===== config.mk =====
export PLATFORM = sky130hd
export DESIGN_NAME = screen_sequencer
export DESIGN_NICKNAME = d
export VERILOG_FILES = /design/src/rtl/screen_sequencer.sv
export SDC_FILE = /design/constraint.sdc
export NUM_CORES = 1
export LEC_CHECK = 0
export ABC_AREA = 0
export CAP_MARGIN = 20
export CORE_ASPECT_RATIO = 1.1
export CORE_MARGIN = 2
export CORE_UTILIZATION = 53
export DETAILED_ROUTE_END_ITERATION = 10
export PLACE_DENSITY = 0.78
export SYNTH_ARGS = -nofsm -noshare
export SYNTH_HDL_FRONTEND = slang
export SYNTH_SLANG_ARGS = --single-unit
export TNS_END_PERCENT = 30

===== constraint.sdc =====
create_clock -name clk -period 3.3 [get_ports clk]
set_input_delay 0.66 -clock clk [delete_from_list [all_inputs] [get_ports clk]]
set_output_delay 0.66 -clock clk [all_outputs]
set_load 0.02 [all_outputs]

===== src/rtl/screen_sequencer.sv =====
// Screen/state controller: START -> GAME -> REVEAL -> WAIT -> GAME ..., with new_match/new_hand commands.
// Optional SCREEN_AUTO_ADVANCE_EN: WAIT also leaves after WAIT_FRAMES frame ticks.
module screen_sequencer #(
   parameter int unsigned REVEAL_FRAMES = 180,
   parameter int unsigned WAIT_FRAMES   = 120,
   parameter logic [7:0]  START_KEY     = 8'h28,
   parameter logic [7:0]  SKIP_KEY      = 8'h2C
) (
   input  logic       clk,
   input  logic       reset,
   input  logic [7:0] keycode,
   input  logic       frame_tick,
   input  logic       hand_done,
   input  logic       match_over,
   output logic       start_state,
   output logic       game_state,
   output logic       wait_state,
   output logic       reveal,
   output logic       new_match,
   output logic       new_hand,
   output logic [7:0] hands_played
);

   localparam int unsigned CNT_W = 16;
   localparam int unsigned HP_W  = 8;
   localparam logic [HP_W-1:0] HP_MAX = {HP_W{1'b1}};

   typedef enum logic [1:0] {
      ST_START  = 2'd0,
      ST_GAME   = 2'd1,
      ST_REVEAL = 2'd2,
      ST_WAIT   = 2'd3
   } state_e;

   state_e             state_q, state_d;
   logic [CNT_W-1:0]   frame_cnt_q, frame_cnt_d;
   logic [7:0]         key_prev_q;
   logic [HP_W-1:0]    hands_q, hands_d;
   logic               new_match_q, new_match_d;
   logic               new_hand_q, new_hand_d;
   logic               start_q, game_q, wait_q, reveal_q;

   logic               start_press;
   logic               skip_press;
   logic               reveal_exp;
   logic               wait_exp;
   logic               count_en;

   // Edge-detected key presses: a held key fires only on its first cycle.
   assign start_press = (keycode == START_KEY) && (key_prev_q != START_KEY);
   assign skip_press  = (keycode == SKIP_KEY)  && (key_prev_q != SKIP_KEY);
   assign reveal_exp  = frame_tick && (frame_cnt_q == CNT_W'(REVEAL_FRAMES - 1));

`ifdef SCREEN_AUTO_ADVANCE_EN
   assign wait_exp = frame_tick && (frame_cnt_q == CNT_W'(WAIT_FRAMES - 1));
`else
   logic unused_wait_frames;
   assign wait_exp           = 1'b0;
   assign unused_wait_frames = (CNT_W'(WAIT_FRAMES) == '0);
`endif

   // Next-state, pulse and counter logic.
   always_comb begin
      state_d     = state_q;
      new_match_d = 1'b0;
      new_hand_d  = 1'b0;
      hands_d     = hands_q;
      frame_cnt_d = frame_cnt_q;
      count_en    = 1'b0;

      case (state_q)
         ST_START: begin
            if (start_press) begin
               state_d     = ST_GAME;
               new_match_d = 1'b1;
               new_hand_d  = 1'b1;
               hands_d     = '0;
            end
         end
         ST_GAME: begin
            if (hand_done) begin
               state_d = ST_REVEAL;
               if (hands_q != HP_MAX) begin
                  hands_d = hands_q + HP_W'(1);
               end
            end
         end
         ST_REVEAL: begin
            count_en = 1'b1;
            if (reveal_exp || skip_press) begin
               state_d = match_over ? ST_START : ST_WAIT;
            end
         end
         ST_WAIT: begin
`ifdef SCREEN_AUTO_ADVANCE_EN
            count_en = 1'b1;
`endif
            if (start_press || wait_exp) begin
               state_d    = ST_GAME;
               new_hand_d = 1'b1;
            end
         end
         default: begin
            state_d = ST_START;
         end
      endcase

      // Every state entry restarts the frame count from zero.
      if (state_d != state_q) begin
         frame_cnt_d = '0;
      end else if (count_en && frame_tick) begin
         frame_cnt_d = frame_cnt_q + CNT_W'(1);
      end
   end

   always_ff @(posedge clk) begin
      if (reset) begin
         state_q     <= ST_START;
         frame_cnt_q <= '0;
         key_prev_q  <= '0;
         hands_q     <= '0;
         new_match_q <= 1'b0;
         new_hand_q  <= 1'b0;
         start_q     <= 1'b1;
         game_q      <= 1'b0;
         wait_q      <= 1'b0;
         reveal_q    <= 1'b0;
      end else begin
         state_q     <= state_d;
         frame_cnt_q <= frame_cnt_d;
         key_prev_q  <= keycode;
         hands_q     <= hands_d;
         new_match_q <= new_match_d;
         new_hand_q  <= new_hand_d;
         start_q     <= (state_d == ST_START);
         game_q      <= (state_d == ST_GAME) || (state_d == ST_REVEAL);
         wait_q      <= (state_d == ST_WAIT);
         reveal_q    <= (state_d == ST_REVEAL);
      end
   end

   assign start_state  = start_q;
   assign game_state   = game_q;
   assign wait_state   = wait_q;
   assign reveal       = reveal_q;
   assign new_match    = new_match_q;
   assign new_hand     = new_hand_q;
   assign hands_played = hands_q;

endmodule

==> impl_metrics.tcl, run 1 <==
set metrics [dict create \
    timing.max_cap.violations 0 \
    crit_arrival_ps 3180 \
    syn-mean-instance-area_um2 8.93 \
    synth_warn 0 \
    synth-edff-count 0 \
    drt_first_pass_iters 4 \
    htreeDepth 2 \
    worstHoldPathType "register to register" \
    cts.reportedPaths.clkPinSlew_ps 120 \
    antenna_cells 0 \
    design_area_mm2 0.00222 \
    grt_pass1_wl_um 5510 \
    first_global_vias 1341 \
    stdcell_count 276 \
    worstSetupEndpointType "register" \
    max_freq_mhz 341 \
    fp.dieH_um 65.3 \
    gr-max-usage-layer "met2" \
    timing.final.crit_share_pct 88.7 \
    finalMaxSlewViolations 0 \
    grt_antenna_before_repair 0 \
    globalRouteTotalUtil_pct 18.4 \
    grt-ovfl-total 0 \
    grt_use_met3_pct 5.91 \
    synth_top_flop_cell "sky130_fd_sc_hd__dfxtp_1" \
    port_buffers 26 \
    worst_slew_slack_as_a_fraction_of_its_limit_pct 68.2 \
    reg2reg_setup_slack_ps 890 \
    holdBufCountCts 0 \
    place.detailed.instances 268 \
    worstPathRequired_ps 3550 \
    netlist_top_cells_area "sky130_fd_sc_hd__dfxtp_1, sky130_fd_sc_hd__xor2_1, sky130_fd_sc_hd__nor2_1" \
    routed-via-count 1460 \
    met2_usage_pct 32.1 \
    swShare_pct 21.6 \
    clockBufferDepth 2 \
    first_iter_violations 31 \
    clkSinkCount 40 \
    power.density_cell_area_mw_per_mm2 352 \
    maximum_number_of_pins_on_one_net_before_global_route_repair 19 \
    run_status "finished, final reports clean" \
    gp_congestion 0.801 \
    power_frac_comb_pct 5.3 \
    final_antenna_net_count 0 \
    worst_setup_margin_ps 371 \
    routed_via_density 5.29 \
    postSynthRegisterBits 40 \
    ratio_of_cells_with_drive_above_1_in_the_final_layout_pct 7.50 \
    post-cts-setup-buffers 0 \
    internal-power_uw 614 \
    netlist_area_mm2 0.00181 \
    hold_viol 0 \
    worst_skew_pair_later_pin_latency_ps 340 \
    ys_async_sr_fraction_pct 0 \
    detail_routed_net_length_per_standard_cell_um 11.2 \
    vdd_ir_max_mv 0.277 \
    critPathKind "input pin to register" \
    detailed_place_hpwl_um 2390 \
    globalRouteMet1Util_pct 20.5 \
    detailedPlace.worstSlack_ps -7.87 \
    hold_slack_ps 497 \
    cts_made_buffers 5 \
    min_period_ps 2930 \
    setup_tns_ps 0 \
    setup_viol 0 \
    power.clock.fraction_pct 32.1 \
    routed_wirelength_um 3090 \
    die-area_mm2 0.00391 \
    synth.net_count 224 \
    clock_skew_ps 13.0 \
    cp-start-kind "input pin" \
    initial_core_util_pct 54.9 \
    synthesis.instances 203 \
    route.detailed.drc 0 \
    p_leak_uw 0.000853 \
    power.share.sequential_pct 62.6 \
    num_rows 22 \
    dpl_cell_area_mm2 0.00216 \
    cts_tree "yes" \
    synth_largest_area_cell "sky130_fd_sc_hd__dfxtp_1" \
    layout.nets 260 \
    syn2layout_area_growth_pct 22.6 \
    netSwitchingPower_uw 169 \
    root_buffer "sky130_fd_sc_hd__clkbuf_4" \
    post_cts_resize_count 0 \
    die_w_um 59.8 \
    worst_pin_slew_ps 473 \
    ys_seq_area_share_pct 44.2 \
    yosys.area.top_type_share_pct 44.2 \
    timing.critical_path.fanout_max 4 \
    io_pins 27 \
    yosys.cell_types.count 40 \
    setup_repair_after_global_routing_missed_its_margin "no" \
    placeableCoreArea_mm2 0.00330 \
]
## metrics by stage
stage | total power (µW) | utilization (%)
after floorplan | 518 | -
after global placement | 543 | 65.4
after detailed placement | 543 | 65.4
after CTS | 792 | 67.3
after global routing | 822 | 67.3
final | 783 | 67.3
## routing by layer
metal,up-vias,routed length [µm]
met2,21,1560
li1,782,-
met1,651,1370
met3,6,111
met4,0,51
met5,-,0
## cell families after synthesis
group / count (synthesis) / share of synthesized area (%)
buf+inv: 14 / 3.31
xor+xnor: 20 / 9.66
simple gates: 98 / 28.3
flops: 40 / 44.2
compound gates: 23 / 9.04
fa+ha+maj: 8 / 5.52
## path summary, 6_finish.rpt
path,start,to,cells after the start
worst max-delay path,keycode[1],start_state,8
worst min-delay path,hands_played[1],hands_played[1],2
worst max register to register,key_prev_q[4],start_state,8
worst min register to register,hands_played[1],hands_played[1],2
## critical path, cell delays in order
cell and delay, ps:
sky130_fd_sc_hd__clkdlybuf4s50_1 410, sky130_fd_sc_hd__or4b_1 550, sky130_fd_sc_hd__or4_4 500, sky130_fd_sc_hd__or2_1 260
sky130_fd_sc_hd__o22ai_1 170, sky130_fd_sc_hd__o22ai_1 150, sky130_fd_sc_hd__ha_1 220, sky130_fd_sc_hd__or2_2 260
## power groups by stage
| stage | Clock, µW | Combinational (µW) | Sequential (µW) |
|---|---|---|---|
| 2_1_floorplan | 0 | 16.4 | 501 |
| 5_1_grt | 284 | 46.4 | 491 |
| 3_5_place_dp | 0 | 42.0 | 501 |
| 6_report | 252 | 41.5 | 490 |
| 3_3_place_gp | 0 | 41.7 | 501 |
| 4_1_cts | 260 | 42.1 | 490 |
## synthesized netlist by cell type (all sizes together) (2+ instances only)
master,count
nor3,5
or2,2
nand2,12
o22ai,2
o31ai,2
or3,2
xor2,16
nor2,28
nand4,8
o311ai,2
clkbuf,3
dfxtp,40
nand3,12
xnor2,4
and3,7
nor2b,11
nor4,2
a21oi,5
inv,10
ha,8
o21ai,5
## state kept, by name, summed over array words and instances, names as in the netlist
name	cells
reveal	1
new_hand	1
key_prev_q	8
state_q	2
hands_played	8
wait_state	1
start_state	1
frame_cnt_q	16
game_state	1
new_match	1
## layout by cell type (no fill, tap or decap), types with 2 or more instances in the layout
| cell type | n |
|---|---|
| sky130_fd_sc_hd__xor2_1 | 16 |
| sky130_fd_sc_hd__a21oi_1 | 5 |
| sky130_fd_sc_hd__clkdlybuf4s50_1 | 26 |
| sky130_fd_sc_hd__or3_1 | 2 |
| sky130_fd_sc_hd__clkinv_2 | 2 |
| sky130_fd_sc_hd__dfxtp_1 | 40 |
| sky130_fd_sc_hd__ha_1 | 8 |
| sky130_fd_sc_hd__o22ai_1 | 2 |
| sky130_fd_sc_hd__o31ai_1 | 2 |
| sky130_fd_sc_hd__xnor2_1 | 4 |
| sky130_fd_sc_hd__o21ai_0 | 4 |
| sky130_fd_sc_hd__o311ai_0 | 2 |
| sky130_fd_sc_hd__nor3_1 | 5 |
| sky130_fd_sc_hd__nor2b_1 | 11 |
| sky130_fd_sc_hd__inv_1 | 10 |
| sky130_fd_sc_hd__nor4_1 | 2 |
| sky130_fd_sc_hd__nand4_1 | 8 |
| sky130_fd_sc_hd__nor2_1 | 28 |
| sky130_fd_sc_hd__nand2_1 | 12 |
| sky130_fd_sc_hd__and3_1 | 7 |
| sky130_fd_sc_hd__buf_4 | 6 |
| sky130_fd_sc_hd__nand3_1 | 12 |
| sky130_fd_sc_hd__clkbuf_4 | 5 |
## cell type report
type / count / area, µm²
Inverter: 10 / 37.5
Clock buffer: 6 / 51.3
Fill cell: 295 / 1080
Multi-Input combinational cell: 149 / 952
Timing Repair Buffer: 33 / 325
Tap cell: 36 / 45.0
Sequential cell: 40 / 801
Clock inverter: 2 / 10.0
No activity file was read; power rests on OpenSTA's default activity.
==> run 2: changes to the inputs <==
Settings changed: CORE_UTILIZATION 53 to 40, PLACE_DENSITY 0.78 to unset.
==> run 2 against run 1 <==
Effect of this change:
- core utilization shrank 15 points
- cell count is 7.2% higher
- maximum frequency down 2.9%
- largest cell class unchanged
==> impl_metrics.tcl, run 2 (synthesis gave the netlist of run 1 again) <==
set metrics [dict create \
    routed-via-count 1486 \
    crit_arrival_ps 3190 \
    route.detailed.drc 0 \
    timing.max_cap.violations 0 \
    die-area_mm2 0.00509 \
    setup_viol 0 \
    detailed_place_hpwl_um 2550 \
    setup_repair_after_global_routing_missed_its_margin "no" \
    detailedPlace.worstSlack_ps 0.820 \
    finalMaxSlewViolations 0 \
    min_period_ps 3020 \
    setup_tns_ps 0 \
    globalRouteTotalUtil_pct 15.5 \
    routed_wirelength_um 3410 \
    routed_via_density 5.02 \
    antenna_cells 0 \
    worst_pin_slew_ps 513 \
    clockBufferDepth 2 \
    io_pins 27 \
    p_leak_uw 0.000865 \
    fp.dieH_um 74.6 \
    first_global_vias 1389 \
    worstHoldPathType "register to register" \
    ratio_of_cells_with_drive_above_1_in_the_final_layout_pct 7.44 \
    dpl_cell_area_mm2 0.00219 \
    port_buffers 26 \
    initial_core_util_pct 42.0 \
    detail_routed_net_length_per_standard_cell_um 11.5 \
    clkSinkCount 40 \
    grt_pass1_wl_um 5940 \
    worst_setup_margin_ps 284 \
    largest_register "frame_cnt_q" \
    worstPathRequired_ps 3480 \
    power.density_cell_area_mw_per_mm2 376 \
    die_w_um 68.2 \
    post_cts_resize_count 0 \
    placeableCoreArea_mm2 0.00432 \
    grt_antenna_before_repair 0 \
    worst_slew_slack_as_a_fraction_of_its_limit_pct 65.5 \
    critPathKind "input pin to register" \
    gp_congestion 0.910 \
    syn2layout_area_growth_pct 25.5 \
    grt-ovfl-total 0 \
    design_area_mm2 0.00228 \
    final_antenna_net_count 0 \
    vdd_ir_max_mv 0.207 \
    holdBufCountCts 0 \
    layout.cells.most_common_list "sky130_fd_sc_hd__dfxtp_1, sky130_fd_sc_hd__nor2_1, sky130_fd_sc_hd__clkdlybuf4s50_1" \
    run_status "finished, final reports clean" \
    layout.nets 262 \
    cts.reportedPaths.clkPinSlew_ps 70 \
    maximum_number_of_pins_on_one_net_before_global_route_repair 19 \
    worstSetupEndpointType "register" \
    hold_viol 0 \
    timing.final.crit_share_pct 91.4 \
    post-cts-setup-buffers 0 \
    worst_skew_pair_later_pin_latency_ps 280 \
    cts_made_buffers 5 \
    clock_skew_ps 4.27 \
    largest_register_ffs 16 \
    root_buffer "sky130_fd_sc_hd__clkbuf_8" \
    cp-start-kind "input pin" \
    cts_tree "yes" \
    layout.cells.most_common "sky130_fd_sc_hd__dfxtp_1" \
    max_freq_mhz 332 \
    htreeDepth 2 \
    timing.critical_path.fanout_max 4 \
    drt_first_pass_iters 4 \
    num_rows 25 \
    first_iter_violations 99 \
]
[run 2: cell types whose count changed in the layout (fill, tap and decap cells not counted)]
cell and delta:
sky130_fd_sc_hd__buf_12 -1, sky130_fd_sc_hd__buf_4 +3, sky130_fd_sc_hd__clkbuf_1 +2, sky130_fd_sc_hd__clkbuf_4 -5, sky130_fd_sc_hd__clkbuf_8 +5, sky130_fd_sc_hd__clkinv_2 -2
[run 2: where the power goes]
part / switching (µW) / total, µW / leakage, µW / internal, µW
logic: 17.6 / 41.2 / 0.000495 / 23.6
registers: 1.97 / 490 / 0.000324 / 488
clock network: 155 / 325 / 0.0000455 / 170
total: 174 / 856 / 0.000865 / 682
[run 2: worst max-delay path: stages]
cell	delay [ps]
sky130_fd_sc_hd__clkdlybuf4s50_1	400
sky130_fd_sc_hd__or4b_1	540
sky130_fd_sc_hd__or4_4	500
sky130_fd_sc_hd__or2_1	270
sky130_fd_sc_hd__o22ai_1	170
sky130_fd_sc_hd__o22ai_1	160
sky130_fd_sc_hd__ha_1	220
sky130_fd_sc_hd__or2_2	260
[run 2: per-stage QoR]
step	hold slack (ps)	total power, µW	utilization [%]	cells
floorplan	463	518	-	203
finish	489	856	52.7	296
global placement	478	543	50.6	288
global route	518	892	52.7	296
detailed placement	486	543	50.6	288
CTS	497	873	52.7	296
[run 2: final cells by class]
class	count	area (µm²)
fillers	417	2040
multi-input cells	149	952
flip-flops and latches	40	801
repair buffers	35	328
clock buffers	8	90.1
well taps	54	67.6
inverters	10	37.5
[run 2: worst paths after layout]
kind / from / end / slack (ps) / cells after the start
worst min register to register: frame_cnt_q[1] / frame_cnt_q[1] / 490 / 2
worst min-delay path: frame_cnt_q[1] / frame_cnt_q[1] / 490 / 2
worst max register to register: key_prev_q[4] / start_state / 870 / 8
worst max-delay path: keycode[1] / start_state / 280 / 8
[run 2: per-layer routing]
layer	vias to the layer above	GRT usage (%)	routed length [µm]
met4	0	8.00	63
met3	5	3.14	134
met2	34	24.6	1580
met1	667	20.0	1640
li1	780	-	-
met5	-	0	0
==> run 3: changes to the inputs <==
Settings changed: CTS_CLUSTER_DIAMETER set to 50, PLACE_DENSITY_LB_ADDON set to 0.15.
==> run 3 against run 2 <==
Effect of this change:
- count of clock-buffer cells in the layout is 2 lower
- global-route usage down 0.37 points
- non-clock buffer count shrank 1
- clock skew hardly changed
- register-to-register slack is essentially flat
- cell count is 0.68% lower
- largest power group unchanged
- sequential cell count unchanged
- sequential power about the same
- clock power fell by 8.6%
==> impl_metrics.tcl, run 3 (synthesis gave the netlist of run 1 again) <==
set metrics [dict create \
    run_status "finished, final reports clean" \
    crit_arrival_ps 3150 \
    layout.cells.most_common_list "sky130_fd_sc_hd__dfxtp_1, sky130_fd_sc_hd__nor2_1, sky130_fd_sc_hd__clkdlybuf4s50_1" \
    die_w_um 68.2 \
    cts_made_buffers 5 \
    cts_tree "yes" \
    worstPathCellList "clkdlybuf4s50_1 -> or4b_1 -> or4_4 -> or2_1 -> o22ai_1 -> o22ai_1 -> ha_1 -> or2_2" \
    port_buffers 26 \
    finalMaxSlewViolations 0 \
    clockBufferDepth 2 \
    critical-path-top-cell-by-count "sky130_fd_sc_hd__o22ai_1" \
    critPathKind "input pin to register" \
    timing.critical_path.fanout_max 4 \
    routed_via_density 5.02 \
    power.share.sequential_pct 59.0 \
    power.clock.fraction_pct 35.8 \
    netSwitchingPower_uw 174 \
    setup_repair_after_global_routing_missed_its_margin "no" \
    largest_register_ffs 16 \
    hold-path-cell-count 2 \
    cp-start-kind "input pin" \
    routed-via-count 1475 \
    crit_path_max_incr_delay_ps 540 \
    internal-power_uw 656 \
    worst_path_max_delay_cell "sky130_fd_sc_hd__or4b_1" \
    syn2layout_area_growth_pct 25.1 \
    worst_pin_slew_ps 510 \
    min_period_ps 2980 \
    max_freq_mhz 336 \
    worst_reg_to_reg_path_cell_count 8 \
    holdBufCountCts 0 \
    maximum_number_of_pins_on_one_net_before_global_route_repair 19 \
    clkSinkCount 40 \
    grt_antenna_before_repair 0 \
    largest_register "frame_cnt_q" \
    htreeDepth 2 \
    worstPathRequired_ps 3470 \
    fin_util_pct 52.6 \
    power.density_cell_area_mw_per_mm2 366 \
    p_leak_uw 0.000860 \
    ratio_of_cells_with_drive_above_1_in_the_final_layout_pct 7.08 \
    layout.cells.most_common "sky130_fd_sc_hd__dfxtp_1" \
    post_cts_resize_count 0 \
    worstSetupEndpointType "register" \
    die-area_mm2 0.00509 \
    swShare_pct 20.9 \
    hold_slack_ps 498 \
    first_global_vias 1362 \
    worstHoldPathType "register to register" \
    route.detailed.drc 0 \
    setup_tns_ps 0 \
    timing.final.crit_share_pct 90.2 \
    initial_core_util_pct 42.0 \
    cts.reportedPaths.clkPinSlew_ps 70 \
    worst_skew_pair_later_pin_latency_ps 280 \
    grt_pass1_wl_um 5740 \
    layout.nets 261 \
    routed_wirelength_um 3380 \
    worst_slew_slack_as_a_fraction_of_its_limit_pct 65.7 \
    power_frac_comb_pct 5.1 \
    num_rows 25 \
    post-cts-setup-buffers 0 \
    root_buffer "sky130_fd_sc_hd__clkbuf_8" \
    detail_routed_net_length_per_standard_cell_um 11.5 \
    hold_viol 0 \
    grt-ovfl-total 0 \
    detailed_place_hpwl_um 2530 \
    globalRouteTotalUtil_pct 15.2 \
    drt_first_pass_iters 4 \
    clock_skew_ps 4.73 \
    first_iter_violations 46 \
    gp_congestion 0.837 \
    final_antenna_net_count 0 \
    vdd_ir_max_mv 0.220 \
    placeableCoreArea_mm2 0.00432 \
    fp.dieH_um 74.6 \
    antenna_cells 0 \
    setup_viol 0 \
    timing.max_cap.violations 0 \
    io_pins 27 \
]
==> run 3: cell count changes in the layout (fill, tap and decap cells not counted) <==
cell | previous run | this run
sky130_fd_sc_hd__buf_4 | 9 | 7
sky130_fd_sc_hd__buf_12 | 0 | 1
sky130_fd_sc_hd__clkbuf_1 | 2 | 1
sky130_fd_sc_hd__clkbuf_8 | 6 | 5
sky130_fd_sc_hd__clkinv_2 | 0 | 1
==> run 3: power groups by stage <==
stage	registers, µW	clock network [µW]	logic, µW
2_1_floorplan	501	0	16.4
3_3_place_gp	501	0	43.0
3_5_place_dp	501	0	43.1
4_1_cts	490	313	43.2
5_1_grt	490	332	47.0
6_report	490	297	42.5
==> run 3: path summary, 6_finish.rpt <==
path | slack, ps | endpoint | startpoint
setup / recovery | 320 | start_state | keycode[1]
hold / removal | 500 | hands_played[1] | hands_played[1]
setup reg to reg | 880 | start_state | key_prev_q[4]
hold reg to reg | 500 | hands_played[1] | hands_played[1]
==> run 3: routing by layer <==
layer  GRT usage (%)  wire, µm  up-vias  part of all wire [%]
li1                -         -      773                     -
met1            17.3      1530      655                    45
met2            25.5      1590       38                    47
met3            4.78       167        9                   4.9
met4            7.56        87        0                   2.6
met5               0         0        -                     0
==> run 3: worst max-delay path, delay by kind of cell <==
family                   cells  cell delay (ps)
buffers and inverters        1              400
adder cells (fa/ha/maj)      1              220
AND/OR/NAND/NOR              4             1560
AO/OA/AOI/OAI                2              310
==> run 3: metrics by stage <==
step           power (µW)  cell area, µm²  cells  worst slack, ps
2_1_floorplan         518            1810    203              433
3_5_place_dp          544            2190    287             29.8
3_3_place_gp          544            2190    287             43.0
4_1_cts               846            2270    294              331
6_report              830            2270    294              324
5_1_grt               869            2270    294              178
==> run 3: final cells by class <==
class / count / area, µm²
clock buffers: 6 / 72.6
repair buffers: 34 / 333
multi-input cells: 149 / 952
well taps: 54 / 67.6
fillers: 412 / 2050
clock inverters: 1 / 5.00
inverters: 10 / 37.5
flip-flops and latches: 40 / 801
